[src/rtl/reg_bus_pkg.sv]
// reg_bus_pkg
// Shared definitions for the register-bus bridge:
//   - state_t     : bridge FSM encoding (IDLE / RD_WAIT)
//   - ERR_*       : values reported on oERR_CODE
//   - ERR_DATA_FILL : fill bit for the default ERR_DATA (all-ones at any width)
package reg_bus_pkg;

  typedef enum logic [0:0] {
    ST_IDLE    = 1'b0,
    ST_RD_WAIT = 1'b1
  } state_t;

  localparam logic [1:0] ERR_NONE    = 2'd0;
  localparam logic [1:0] ERR_RANGE   = 2'd1;
  localparam logic [1:0] ERR_TIMEOUT = 2'd2;
  localparam logic [1:0] ERR_PROTO   = 2'd3;

  // The default ERR_DATA is this bit replicated to DATA_WIDTH.
  localparam logic ERR_DATA_FILL = 1'b1;

endpackage

[src/rtl/reg_bus_timer.sv]
// reg_bus_timer
// Loadable down-counter that bounds the read-wait of the bridge.
// Ports:
//   CLK      in   clock
//   RST      in   synchronous active-high reset (clears the count)
//   iLOAD    in   load the counter with TIMEOUT (wins over iEN)
//   iEN      in   count down one per cycle, saturating at 0
//   oEXPIRE  out  high in the last enabled cycle, i.e. the cycle the
//                 count steps from 1 to 0
module reg_bus_timer #(
  parameter int TIMEOUT = 255
) (
  input  logic CLK,
  input  logic RST,
  input  logic iLOAD,
  input  logic iEN,
  output logic oEXPIRE
);

  localparam int TW = $clog2(TIMEOUT + 1);
  localparam logic [TW-1:0] LOAD_VAL = TW'(TIMEOUT);
  localparam logic [TW-1:0] ONE      = TW'(1);

  logic [TW-1:0] count_reg, count_next;

  always_comb begin
    count_next = count_reg;
    if (iLOAD) begin
      count_next = LOAD_VAL;
    end else if (iEN && (count_reg != '0)) begin
      count_next = count_reg - ONE;
    end
  end

  always_ff @(posedge CLK) begin
    if (RST) begin
      count_reg <= '0;
    end else begin
      count_reg <= count_next;
    end
  end

  // Loaded with TIMEOUT on the request edge, the count is 1 in the
  // TIMEOUT-th wait cycle; flagging that cycle lets the bridge complete
  // exactly TIMEOUT+1 cycles after the request.
  assign oEXPIRE = iEN && !iLOAD && (count_reg == ONE);

endmodule

[src/rtl/reg_bus_bridge.sv]
// reg_bus_bridge
// Host-to-register-module bridge with one transaction in flight.
// Writes complete from IDLE in one cycle; reads strobe a slave and wait
// in RD_WAIT for iRD_EN or a timeout.
// Ports:
//   CLK, RST           clock, synchronous active-high reset
//   iADDR, iWE, iRE    host request (one-cycle pulses), iDATA write data
//   oBUSY              read in flight, through its completion cycle
//   oRD_EN, oRD        read-complete pulse and held read data
//   oERR, oERR_CODE    one-cycle error pulse and sticky cause
//   oWE_BIT, oRE_BIT   one-hot slave strobes, oWD held write data
//   iRD_EN, iRD        slave read valid and data
module reg_bus_bridge
  import reg_bus_pkg::*;
#(
  parameter int DATA_WIDTH = 8,
  parameter int ADDR_WIDTH = 16,
  parameter int NUM_SLAVES = 8,
  parameter int TIMEOUT    = 255,
  parameter logic [DATA_WIDTH-1:0] ERR_DATA = {DATA_WIDTH{ERR_DATA_FILL}}
) (
  input  logic                  CLK,
  input  logic                  RST,
  input  logic [ADDR_WIDTH-1:0] iADDR,
  input  logic                  iWE,
  input  logic                  iRE,
  input  logic [DATA_WIDTH-1:0] iDATA,
  output logic                  oBUSY,
  output logic                  oRD_EN,
  output logic [DATA_WIDTH-1:0] oRD,
  output logic                  oERR,
  output logic [1:0]            oERR_CODE,
  output logic [NUM_SLAVES-1:0] oWE_BIT,
  output logic [NUM_SLAVES-1:0] oRE_BIT,
  output logic [DATA_WIDTH-1:0] oWD,
  input  logic                  iRD_EN,
  input  logic [DATA_WIDTH-1:0] iRD
);

  // One extra bit so the compare covers the full address width even when
  // NUM_SLAVES equals 2**ADDR_WIDTH.
  localparam logic [ADDR_WIDTH:0] NUM_SLAVES_W = (ADDR_WIDTH + 1)'(NUM_SLAVES);

  state_t                state_reg, state_next;
  logic [NUM_SLAVES-1:0] we_bit_reg, we_bit_next;
  logic [NUM_SLAVES-1:0] re_bit_reg, re_bit_next;
  logic [DATA_WIDTH-1:0] wd_reg, wd_next;
  logic [DATA_WIDTH-1:0] rd_reg, rd_next;
  logic                  rd_en_reg, rd_en_next;
  logic                  err_reg, err_next;
  logic [1:0]            err_code_reg, err_code_next;
  // Marks the completion cycle of an in-flight read so oBUSY covers it.
  logic                  done_reg, done_next;

  logic [NUM_SLAVES-1:0] addr_sel;
  logic                  in_range;
  logic                  timer_load;
  logic                  timer_en;
  logic                  timer_expire;

  generate
    for (genvar gi = 0; gi < NUM_SLAVES; gi++) begin : g_decode
      assign addr_sel[gi] = (iADDR == ADDR_WIDTH'(gi));
    end
  endgenerate

  assign in_range = ({1'b0, iADDR} < NUM_SLAVES_W);
  assign timer_en = (state_reg == ST_RD_WAIT);

  reg_bus_timer #(
    .TIMEOUT (TIMEOUT)
  ) u_timer (
    .CLK     (CLK),
    .RST     (RST),
    .iLOAD   (timer_load),
    .iEN     (timer_en),
    .oEXPIRE (timer_expire)
  );

  always_comb begin
    state_next    = state_reg;
    we_bit_next   = '0;
    re_bit_next   = '0;
    wd_next       = wd_reg;
    rd_next       = rd_reg;
    rd_en_next    = 1'b0;
    err_next      = 1'b0;
    err_code_next = err_code_reg;
    done_next     = 1'b0;
    timer_load    = 1'b0;

    case (state_reg)
      ST_IDLE: begin
        if (iWE || iRE) begin
          // done_reg: the previous read is still in its completion cycle.
          if (done_reg || (iWE && iRE)) begin
            err_next      = 1'b1;
            err_code_next = ERR_PROTO;
          end else if (!in_range) begin
            err_next      = 1'b1;
            err_code_next = ERR_RANGE;
            if (iRE) begin
              rd_next    = ERR_DATA;
              rd_en_next = 1'b1;
            end
          end else if (iWE) begin
            we_bit_next = addr_sel;
            wd_next     = iDATA;
          end else begin
            re_bit_next = addr_sel;
            timer_load  = 1'b1;
            state_next  = ST_RD_WAIT;
          end
        end
      end

      ST_RD_WAIT: begin
        if (iWE || iRE) begin
          err_next      = 1'b1;
          err_code_next = ERR_PROTO;
        end
        // A slave answer in the expiry cycle still counts as a good read.
        if (iRD_EN) begin
          rd_next    = iRD;
          rd_en_next = 1'b1;
          done_next  = 1'b1;
          state_next = ST_IDLE;
        end else if (timer_expire) begin
          rd_next       = ERR_DATA;
          rd_en_next    = 1'b1;
          err_next      = 1'b1;
          err_code_next = ERR_TIMEOUT;
          done_next     = 1'b1;
          state_next    = ST_IDLE;
        end
      end

      default: state_next = ST_IDLE;
    endcase
  end

  always_ff @(posedge CLK) begin
    if (RST) begin
      state_reg    <= ST_IDLE;
      we_bit_reg   <= '0;
      re_bit_reg   <= '0;
      wd_reg       <= '0;
      rd_reg       <= '0;
      rd_en_reg    <= 1'b0;
      err_reg      <= 1'b0;
      err_code_reg <= ERR_NONE;
      done_reg     <= 1'b0;
    end else begin
      state_reg    <= state_next;
      we_bit_reg   <= we_bit_next;
      re_bit_reg   <= re_bit_next;
      wd_reg       <= wd_next;
      rd_reg       <= rd_next;
      rd_en_reg    <= rd_en_next;
      err_reg      <= err_next;
      err_code_reg <= err_code_next;
      done_reg     <= done_next;
    end
  end

  assign oBUSY     = (state_reg == ST_RD_WAIT) || done_reg;
  assign oRD_EN    = rd_en_reg;
  assign oRD       = rd_reg;
  assign oERR      = err_reg;
  assign oERR_CODE = err_code_reg;
  assign oWE_BIT   = we_bit_reg;
  assign oRE_BIT   = re_bit_reg;
  assign oWD       = wd_reg;

endmodule

[config.mk]
export PLATFORM = sky130hd
export DESIGN_NAME = reg_bus_bridge
export DESIGN_NICKNAME = d
export VERILOG_FILES = /design/src/rtl/reg_bus_pkg.sv /design/src/rtl/reg_bus_timer.sv /design/src/rtl/reg_bus_bridge.sv
export SDC_FILE = /design/constraint.sdc
export NUM_CORES = 1
export LEC_CHECK = 0
export CAP_MARGIN = 5
export CORE_AREA = 5 5 76 113
export DETAILED_ROUTE_END_ITERATION = 10
export DIE_AREA = 0 0 81 118
export GPL_TIMING_DRIVEN = 0
export PLACE_DENSITY = 0.59
export SLEW_MARGIN = 10
export SYNTH_ARGS = -nofsm -noshare
export SYNTH_HDL_FRONTEND = slang
export SYNTH_HIERARCHICAL = 1
export SYNTH_SLANG_ARGS = --single-unit
[constraint.sdc]
create_clock -name CLK -period 3.2 [get_ports CLK]
set_input_delay 0.48 -clock CLK [delete_from_list [all_inputs] [get_ports CLK]]
set_output_delay 0.48 -clock CLK [all_outputs]
set_load 0.01 [all_outputs]
==> After elaboration in Yosys (flattened, before gate mapping) <==
Cells that the tools add are included.
{ "word_totals": {"output_inout_bits": 37, "ff_bits": 46} }
{ "classes": {"reduce_logical": 17, "muxes": 38, "order_cmp": 1, "addsub": 1, "bitwise_logic": 5, "eq_ne": 14} }
{ "op_table": {"columns": ["cell", "n"], "rows": [
  ["16-bit by 3-bit equality test with 1-bit output (second input constant)", 4],
  ["8-bit 2-to-1 mux", 8],
  ["16-bit by 2-bit equality test with 1-bit output (second input constant)", 2],
  ["1-bit 2-to-1 mux", 19],
  ["16-bit by 1-bit equality test with 1-bit output (second input constant)", 1],
  ["16-bit logical NOT", 1],
  ["16-bit by 4-bit < comparator with 1-bit output (second input constant)", 1],
  ["8-bit case mux with 2 select lines", 1],
  ["2-bit 2-to-1 mux", 6],
  ["6-bit OR reduction", 2],
  ["5-bit AND reduction", 2],
  ["8-bit by 1-bit equality test with 1-bit output (second input constant)", 1],
  ["2-bit inequality test (second input constant)", 4],
  ["8-bit nonzero test", 1],
  ["8-bit by 1-bit subtractor with 8-bit output (second input constant)", 1],
  ["1-bit case mux with 2 select lines", 3],
  ["1-bit inverter", 5],
  ["1-bit logical AND", 4],
  ["2-bit case mux with 2 select lines", 1],
  ["1-bit logical OR", 3],
  ["3-bit by 2-bit inequality test with 1-bit output (second input constant)", 1],
  ["3-bit inequality test (second input constant)", 1],
  ["2-bit AND reduction", 1],
  ["2-bit nonzero test", 1],
  ["other kinds (2)", 2]
]} }

==> Longest topological paths before layout <==
Gate-level depths: netlist (run 1).
{ "logic_depth": {"depth_word": 11, "ltp_mapped": 9} }

==> By module <==
Netlist (run 1), hierarchy kept.
{ "by_module_without_submodules": {"columns": ["module", "cells_each", "n_inst", "area_per_inst_um2"], "rows": [
  ["reg_bus_bridge", 163, 1, 1546.5],
  ["reg_bus_timer", 53, 1, 490.5]
]} }

==> Least setup slack after synthesis (run 1) <==
No wires, ideal clock.
{ "synth_path": {"path_type": "reg-to-reg", "from": "register state_reg", "to": "register rd_reg[0] (netlist: oRD[0])", "setup_time_ps": 131, "t_arrival_ps": 2292, "path_slack_ps": 776, "stages_incl_launch_ff": 10, "path_cell_list": "dfxtp_1 -> buf_6 -> or4b_4 -> nor2_1 -> and4bb_2 -> and3_1 -> o21ai_0 -> nand2_2 -> o21ai_4 -> a211oi_2"} }
{ "synth_between": {"elab_chain_len": 6, "elab_cells_between_ends": 12, "classes_between": "eq/ne: 5; mux: 2; bitwise: 1; reduce/logical: 4"} }
{ "synth_rtl": {"columns": ["item", "line", "source"], "rows": [
  ["start, declared", "reg_bus_bridge.sv:44", "state_t state_reg, state_next;"],
  ["start signal, assigned", "reg_bus_bridge.sv:154", "state_reg <= state_next;"],
  ["1-bit 2-to-1 mux", "reg_bus_bridge.sv:92", "case (state_reg)"],
  ["net timer_load", "reg_bus_bridge.sv:57", "logic timer_load;"],
  ["1-bit logical NOT", "reg_bus_timer.sv:46", "assign oEXPIRE = iEN && !iLOAD && (count_reg == ONE);"],
  ["1-bit logical AND (2 in a row)", "reg_bus_timer.sv:46", null],
  ["net timer_expire", "reg_bus_bridge.sv:59", "logic timer_expire;"],
  ["3-bit by 2-bit inequality test with 1-bit output (no line)", null, null],
  ["5-bit AND reduction (no line)", null, null],
  ["end signal, assigned", "reg_bus_bridge.sv:158", "rd_reg <= rd_next;"],
  ["end, declared", "reg_bus_bridge.sv:48", "logic [DATA_WIDTH-1:0] rd_reg, rd_next;"]
]} }
The timed path passes the listed nets, and every way through them passes these cells.
A chain may end at the register's enable or synchronous reset.

==> Worst setup path after layout (run 1) <==
{ "layout_path": {"from": "input iRE", "to": "register rd_reg[0] (netlist: oRD[0])"} }
{ "layout_between": {"elab_chain_len": 10, "elab_cells_between_ends": 14, "classes_between": "eq/ne: 4; mux: 3; reduce/logical: 7"} }
{ "layout_rtl": {"columns": ["item", "line", "source"], "rows": [
  ["start, declared", "reg_bus_bridge.sv:26", "input logic iRE,"],
  ["1-bit logical AND", "reg_bus_bridge.sv:96", "if (done_reg || (iWE && iRE)) begin"],
  ["1-bit logical OR", "reg_bus_bridge.sv:96", null],
  ["1-bit 2-to-1 mux", "reg_bus_bridge.sv:96", null],
  ["1-bit 2-to-1 mux (*)", "reg_bus_bridge.sv:94", "if (iWE || iRE) begin"],
  ["1-bit 2-to-1 mux (*)", "reg_bus_bridge.sv:92", null],
  ["net timer_load", "reg_bus_bridge.sv:57", null],
  ["1-bit logical NOT (*)", "reg_bus_timer.sv:46", null],
  ["1-bit logical AND (*) (2 in a row)", "reg_bus_timer.sv:46", null],
  ["net timer_expire", "reg_bus_bridge.sv:59", null],
  ["3-bit by 2-bit inequality test with 1-bit output (no line) (*)", null, null],
  ["5-bit AND reduction (no line) (*)", null, null]
]} }
The timed path passes the listed nets; every way through them passes the cells marked *.

==> results.cfg, run 1 <==
[synth]
fraction_of_the_mapped_netlist_area_in_compound_gates_pct = 16.6
synth_instances = 216
synth_largest_area_cell = dfxtp_1
synth.avg_cell_area_um2 = 9.43
postSynth.asyncResetShare_pct = 0
synth_fp_nets = 256
number_of_synthesized_flops_with_an_enable_pin = 0
yosys-top-cells-count = dfxtp_1, nor2_1, nand2b_1, inv_1, a21oi_1
synth.ff_latch_count = 46
synth_fa_ha_area_share_pct = 1.84
synth.top_cells.by_area = dfxtp_1, nand2b_1, nor2_1
most_numerous_cell_in_the_yosys_netlist = dfxtp_1
count_of_yosys_warnings_during_synthesis = 6
ys_dominant_reg_cell = dfxtp_1
synth_xor_xnor_area_share_pct = 0.430
post_synth_instance_area_um2 = 2040
ys_seq_area_share_pct = 45.2
synth_top_family_by_area = simple AND/OR/NAND/NOR gates
synthMuxAreaShare_pct = 4.48
synth_largest_type_area_fraction_pct = 45.2
post_synth_and_or_nand_nor_area_fraction_pct = 26.0
yosysUniqueCellTypes = 46

[setup_path]
path_delay_family = simple AND/OR/NAND/NOR gates
critPathSlowestCell = clkdlybuf4s50_1
cp-start-kind = input pin
critical_path_arrival_ps = 3080
critical_path.n_buffers_inverters = 1
timing.critical_path.fanout_max = 9
path_cells = clkdlybuf4s50_1, or4b_4, nor2_1, and4bb_2, and3_1, o21ai_0, nand2_2, o21ai_4, a211oi_2
timing.critical_path.slowest_cell_delay_ps = 610
setup.worst_path.end_class = flip-flop
criticalPathCategory = in -> reg
worst_ep_required_time_ps = 3350

[cts]
worst_skew_pair.late_latency_ps = 280
clock_tree.root_cell = clkbuf_16
cts.sink_count = 46
num_cts_buffers = 5
clk_path_buf_depth = 2
clock_tree.htree_level_count = 2
cts_resized = 0
postCtsSetupBuffers = 0
tritoncts = yes
clkSlewWorstSetupHoldPaths_ps = 60
cts_hold_repair.buffers = 0

[layout]
final-seq-area_um2 = 921
fin_nets = 333
multi_input_area_um2 = 1010
fill_cells = 790
areaGrowthSynthToFinish_pct = 47.4
num_antenna_cells = 0
post_route_cells_drive_above_1_share_pct = 10.6

[global_routing]
first_pass_grt_wire_length_um = 8540
via_count_of_the_first_global_routing_pass = 1830
globalRoute.totalOverflow = 0
antenna_violations_before_repair = 0
groute.usage.overall_pct = 11.2
grt_start_max_net_pins = 14

[drt]
drt_pass1_iterations = 4
wirelength_um = 5230
postRouteAntennaNets = 0
initialDrtViolationCount = 53
num_vias = 1800
via_per_inst = 4.56
wl_per_cell_um = 13.2
drc = 0

[sta]
final_hold_viol_count = 0
tns_ps = 0
max_freq_mhz = 341
post-route-min-period_ps = 2930
setup_ws_ps = 268
worst_clock_skew_ps = 1.98
finalMaxSlewViolations = 0
setup_violations = 0
finalCritPeriodShare_pct = 91.6
tightest_slew_ps = 941
timing.max_slew.rel_slack_pct = 36.8
grt_setup_unrepaired = false

[power]
power_density_nw_per_um2 = 398
peakVddDrop_mv = 0.214
power_leakage_nw = 1.04

[run]
maxCapViolCount = 0

[floorplanning]
die_h_um = 118
floorplan.die_area_um2 = 9560
coreArea_um2 = 7510
die_width_um = 81
placement_rows = 39
io_pins = 74
initial_util_pct = 27.1

[run_status]
outcome = finished clean

[place]
place_hpwl_um = 4120
port-buffer-count = 70
globalplace.congestion = 0.719
dpl_worst_slack_ps = -29.1

[hold_path]
hold_path_class = reg -> reg
## report_power, final
part,switching [mW],total [mW],internal [mW]
Combinational,0.0484,0.121,0.0721
Sequential,0.00472,0.587,0.582
Clock,0.201,0.486,0.285
Total,0.255,1.19,0.939
## worst paths after layout
kind                   from      to  slack, ps  depth (start not counted)
setup / recovery        iRE  oRD[0]        270                          9
hold / removal       oRD[6]  oRD[6]        470                          2
setup reg to reg  state_reg  oRD[0]        490                          9
hold reg to reg      oRD[6]  oRD[6]        470                          2
## layout make-up
type                            instances  share of cell area (%)
Tap cell                              102                    4.25
Multi-Input combinational cell        146                    33.5
Clock buffer                            6                    4.29
Sequential cell                        46                    30.7
Buffer                                 10                    1.92
Clock inverter                          1                   0.250
Timing Repair Buffer                   70                    23.3
Inverter                               14                    1.75
## layer usage
metal | wire length (um) | global-route usage [%]
met5 | 0 | 0
met4 | 48 | 3.17
met3 | 302 | 2.83
met2 | 2970 | 21.5
met1 | 1900 | 11.6
## per-stage QoR
stage	instances	utilization [%]	hold WS [ps]	power, mW	instance area, um^2
3_3_place_gp	388	38.1	454	0.720	2870
6_report	395	39.9	467	1.19	3000
5_1_grt	395	39.9	475	1.25	3000
3_5_place_dp	388	38.1	460	0.721	2870
4_1_cts	395	39.9	469	1.21	3000
2_1_floorplan	216	-	481	0.648	2040
## placed cells by master, fill, tap and decap left out, drive strengths merged, types with 2 or more instances in the layout
| master | n |
|---|---|
| a2111o | 3 |
| a211oi | 8 |
| a21oi | 10 |
| a31oi | 6 |
| and3 | 2 |
| and4 | 2 |
| buf | 7 |
| clkbuf | 9 |
| clkdlybuf4s50 | 70 |
| dfxtp | 46 |
| ha | 3 |
| inv | 14 |
| mux2i | 8 |
| nand2 | 6 |
| nand2b | 20 |
| nand3 | 2 |
| nand3b | 3 |
| nand4 | 2 |
| nor2 | 31 |
| nor3 | 6 |
| nor4 | 6 |
| nor4b | 2 |
| o21a | 2 |
| o21ai | 6 |
| or4 | 2 |
| or4b | 2 |
## kinds of logic (layout without fill, tap and decap cells)
family                     after synthesis  count (layout)
AOI/OAI and AO/OA                       42              42
xor gates and xnor gates                 1               1
adders and majority gates                3               3
buffers and inverters                   24             101
DFF                                     46              46
muxes                                    9               9
and+or+nand+nor                         91              91
## worst reg2reg max path, cell delays in order (launching register included)
cell	delay, ps
dfxtp_1	390
buf_6	180
or4b_4	570
nor2_1	330
and4bb_2	280
and3_1	170
o21ai_0	270
nand2_2	110
o21ai_4	170
a211oi_2	120
No activity file was read; power rests on OpenSTA's default activity.
==> inputs of run 2 (changes only) <==
--- a/config.mk
+++ b/config.mk
@@ -10,7 +10,7 @@
 export DETAILED_ROUTE_END_ITERATION = 10
 export DIE_AREA = 0 0 81 118
 export GPL_TIMING_DRIVEN = 0
-export PLACE_DENSITY = 0.59
+export PLACE_DENSITY_LB_ADDON = 0.2
 export SLEW_MARGIN = 10
 export SYNTH_ARGS = -nofsm -noshare
 export SYNTH_HDL_FRONTEND = slang
==> results.cfg, run 2 (synthesized netlist as in run 1, its figures left out) <==
[run_status]
outcome = finished clean

[floorplanning]
die_h_um = 118
placement_rows = 39
initial_util_pct = 27.1
coreArea_um2 = 7510
floorplan.die_area_um2 = 9560
io_pins = 74
die_width_um = 81

[layout]
layout.cells.non_filler = 396
post_route_cells_drive_above_1_share_pct = 11.6
postLayoutCoreUtil_pct = 40.2
mostFrequentLayoutCells = clkdlybuf4s50_1, dfxtp_1, nor2_1, nand2b_1, inv_1
fill_cells = 781
num_antenna_cells = 0
areaGrowthSynthToFinish_pct = 48.2
most_common_cell_after_layout_fill_and_taps_aside = clkdlybuf4s50_1
fin_nets = 333

[sta]
finalMaxSlewViolations = 0
tightest_slew_ps = 974
post-route-min-period_ps = 2890
finalCritPeriodShare_pct = 90.3
max_freq_mhz = 346
timing.max_slew.rel_slack_pct = 34.6
grt_setup_unrepaired = false
final_hold_viol_count = 0
worst_clock_skew_ps = 5.50
setup_violations = 0

[setup_path]
setup.worst_path.end_class = flip-flop
criticalPathCategory = in -> reg
cp-start-kind = input pin
critical_path_arrival_ps = 3040
worst_ep_required_time_ps = 3360
timing.critical_path.fanout_max = 9

[drt]
num_vias = 1785
drt_pass1_iterations = 4
wirelength_um = 5220
wl_per_cell_um = 13.2
postRouteAntennaNets = 0
via_per_inst = 4.51
initialDrtViolationCount = 70
drc = 0

[global_routing]
groute.usage.overall_pct = 11.6
antenna_violations_before_repair = 0
via_count_of_the_first_global_routing_pass = 1817
globalRoute.totalOverflow = 0
grt_start_max_net_pins = 17
first_pass_grt_wire_length_um = 8690

[place]
globalplace.congestion = 0.813
port-buffer-count = 70
dp.cells = 388
place_hpwl_um = 3980

[power]
power_density_nw_per_um2 = 407
power_leakage_nw = 1.05
peakVddDrop_mv = 0.178

[cts]
clk_path_buf_depth = 2
num_cts_buffers = 5
postCtsSetupBuffers = 0
cts_hold_repair.buffers = 0
worst_skew_pair.late_latency_ps = 290
tritoncts = yes
clock_tree.root_cell = clkbuf_16
cts.sink_count = 46
clock_tree.htree_level_count = 2
clkSlewWorstSetupHoldPaths_ps = 60

[hold_path]
hold_path_class = reg -> reg

[run]
maxCapViolCount = 0
run 2: power breakdown:
group / total, mW / switching (mW) / internal, mW
sequential: 0.586 / 0.00416 / 0.582
clock: 0.520 / 0.227 / 0.293
combinational: 0.121 / 0.0489 / 0.0721
total: 1.23 / 0.280 / 0.947
run 2: routing by layer:
metal | vias up | part of all wire, % | global-route usage (%) | wire length (um)
li1 | 920 | - | - | -
met1 | 803 | 41 | 12.8 | 2130
met2 | 56 | 51 | 20.2 | 2650
met3 | 6 | 6.4 | 2.91 | 336
met4 | 0 | 1.8 | 5.07 | 96
met5 | - | 0 | 0 | 0
run 2: per-stage QoR:
step	hold WS (ps)	power [mW]	setup slack [ps]	instance area, um^2	TNS [ps]
2_1_floorplan	481	0.648	776	2040	0
3_3_place_gp	451	0.720	-113	2870	-946
3_5_place_dp	454	0.721	-126	2870	-974
4_1_cts	464	1.25	154	3020	0
5_1_grt	490	1.29	13.4	3020	0
6_report	460	1.23	311	3020	0
run 2: path summary, 6_finish.rpt:
| kind | slack [ps] | end | from | cells past startpoint |
|---|---|---|---|---|
| setup / recovery | 310 | oRD[1] | iADDR[9] | 10 |
| hold / removal | 460 | oRD[4] | oRD[4] | 2 |
| setup reg to reg | 520 | oRD[1] | state_reg | 9 |
| hold reg to reg | 460 | oRD[4] | oRD[4] | 2 |
run 2: worst max-delay path, stage by stage:
cell             delay [ps]
clkdlybuf4s50_1         400
nor4_1                  390
nand4_1                 330
nor2_2                  310
and4bb_2                270
and3_1                  170
o21ai_0                 270
nand2_2                 110
o21ai_4                 180
a211oi_2                130
run 2: final cells by class:
| type | instances | area, um^2 | share of cell area [%] |
|---|---|---|---|
| Clock inverter | 3 | 25.0 | 0.829 |
| Timing Repair Buffer | 70 | 701 | 23.2 |
| Tap cell | 102 | 128 | 4.23 |
| Clock buffer | 5 | 125 | 4.15 |
| Buffer | 10 | 57.6 | 1.91 |
| Sequential cell | 46 | 921 | 30.5 |
| Inverter | 14 | 52.6 | 1.74 |
| Multi-Input combinational cell | 146 | 1010 | 33.4 |
run 2: repair_timing:
item,in CTS,in global routing
endpoints found under the setup margin,0,9
endpoints found under the hold margin,0,0
gates resized for setup,0,1
==> inputs of run 3 (changes only) <==
--- a/config.mk
+++ b/config.mk
@@ -9,9 +9,9 @@
 export CORE_AREA = 5 5 76 113
 export DETAILED_ROUTE_END_ITERATION = 10
 export DIE_AREA = 0 0 81 118
+export DONT_BUFFER_PORTS = 1
 export GPL_TIMING_DRIVEN = 0
 export PLACE_DENSITY_LB_ADDON = 0.2
-export SLEW_MARGIN = 10
 export SYNTH_ARGS = -nofsm -noshare
 export SYNTH_HDL_FRONTEND = slang
 export SYNTH_HIERARCHICAL = 1
==> results.cfg, run 3 (synthesized netlist as in run 1, its figures left out) <==
[sta]
finalCritPeriodShare_pct = 86.2
fin_worst_hold_slack_ps = 256
final_hold_viol_count = 0
finalMaxSlewViolations = 0
tns_ps = 0
setup_violations = 0
timing.max_slew.rel_slack_pct = 39.1
setup_ws_ps = 443
grt_setup_unrepaired = false
tightest_slew_ps = 906
worst_clock_skew_ps = 9.23
max_freq_mhz = 363
post-route-min-period_ps = 2760

[global_routing]
antenna_violations_before_repair = 0
via_count_of_the_first_global_routing_pass = 1547
grt_start_max_net_pins = 15
globalRoute.totalOverflow = 0
groute.usage.overall_pct = 10.7
first_pass_grt_wire_length_um = 7870

[hold_path]
min_from = iADDR[2]
hold_path_class = in -> reg
end_of_the_worst_hold_path = oWE_BIT[2]
worstHoldPathCells = 1

[drt]
wirelength_um = 4940
num_vias = 1543
initialDrtViolationCount = 47
drc = 0
via_per_inst = 4.73
drt_pass1_iterations = 4
postRouteAntennaNets = 0
wl_per_cell_um = 15.1

[setup_path]
worst_ep_required_time_ps = 3350
cp-start-kind = flip-flop
critical_path.n_buffers_inverters = 1
crit-reg2reg-launch = state_reg
timing.critical_path.slowest_cell_delay_ps = 570
critical_path_arrival_ps = 2910
path_cells = buf_6, or4b_4, nor2_1, and4bb_2, and3_1, o21ai_0, nand2_2, o21ai_4, a211oi_2
critPathSlowestCell = or4b_4
timing.critical_path.fanout_max = 9
reg2reg_to = oRD[0]
path_delay_family = simple AND/OR/NAND/NOR gates
criticalPathCategory = reg -> reg
setup.worst_path.end_class = flip-flop
rr_worst_depth = 9
worst_r2r_setup_slack_ps = 440

[layout]
num_antenna_cells = 0
areaGrowthSynthToFinish_pct = 13.3
mostFrequentLayoutCells = dfxtp_1, nor2_1, nand2b_1, inv_1, a21oi_1
most_common_cell_after_layout_fill_and_taps_aside = dfxtp_1
fin_nets = 263
post_route_cells_drive_above_1_share_pct = 14.3

[floorplanning]
initial_util_pct = 27.1
io_pins = 74
die_h_um = 118
coreArea_um2 = 7510
placement_rows = 39
die_width_um = 81
floorplan.die_area_um2 = 9560

[power]
power_leakage_nw = 0.791
power_density_nw_per_um2 = 500
peakVddDrop_mv = 0.232

[cts]
cts_hold_repair.buffers = 0
tritoncts = yes
cts.sink_count = 46
clk_path_buf_depth = 2
postCtsSetupBuffers = 0
clkSlewWorstSetupHoldPaths_ps = 70
cts_resized = 0
worst_skew_pair.late_latency_ps = 290
clock_tree.root_cell = clkbuf_16
num_cts_buffers = 5
clock_tree.htree_level_count = 2

[place]
dpl_worst_slack_ps = 175
globalplace.congestion = 0.788
port-buffer-count = 0
place_hpwl_um = 3750

[run_status]
outcome = finished clean

[run]
maxCapViolCount = 0
[run 3: per-stage QoR]
stage	instance area, um^2	util (%)	std cells	total power, mW
floorplan	2040	-	216	0.648
CTS	2310	30.7	326	1.18
detailed placement	2160	28.8	318	0.660
finish	2310	30.7	326	1.15
global route	2310	30.7	326	1.20
global placement	2160	28.8	318	0.660
[run 3: how the worst max path moves through the flow]
| stage | start | to | slack (ps) | cells after the start |
|---|---|---|---|---|
| after floorplan | state_reg | oRD[0] | 780 | 9 |
| after global placement | iADDR[9] | oRD[0] | 240 | 9 |
| after detailed placement | iADDR[9] | oRD[6] | 180 | 9 |
| after CTS | state_reg | oRD[0] | 410 | 9 |
| after global routing | state_reg | oRD[1] | 270 | 9 |
| final | state_reg | oRD[0] | 440 | 9 |
[run 3: layout make-up]
type,count,area (um^2)
fill,824,5210
multi-input combinational,146,1010
sequential,46,921
clock buffer,6,129
tap,102,128
buffer,10,57.6
inverter,14,52.6
clock inverter,2,13.8
[run 3: routing by layer]
metal | GRT usage, % | vias to the layer above | part of all wire, %
met5 | 0 | - | 0
li1 | - | 772 | -
met1 | 11.6 | 714 | 41
met3 | 4.52 | 5 | 8.7
met4 | 4.97 | 0 | 1.6
met2 | 17.5 | 52 | 49
[run 3: power breakdown]
group          internal, mW  switching, mW
Clock                 0.290          0.218
Sequential            0.582         0.0107
Combinational        0.0224         0.0306
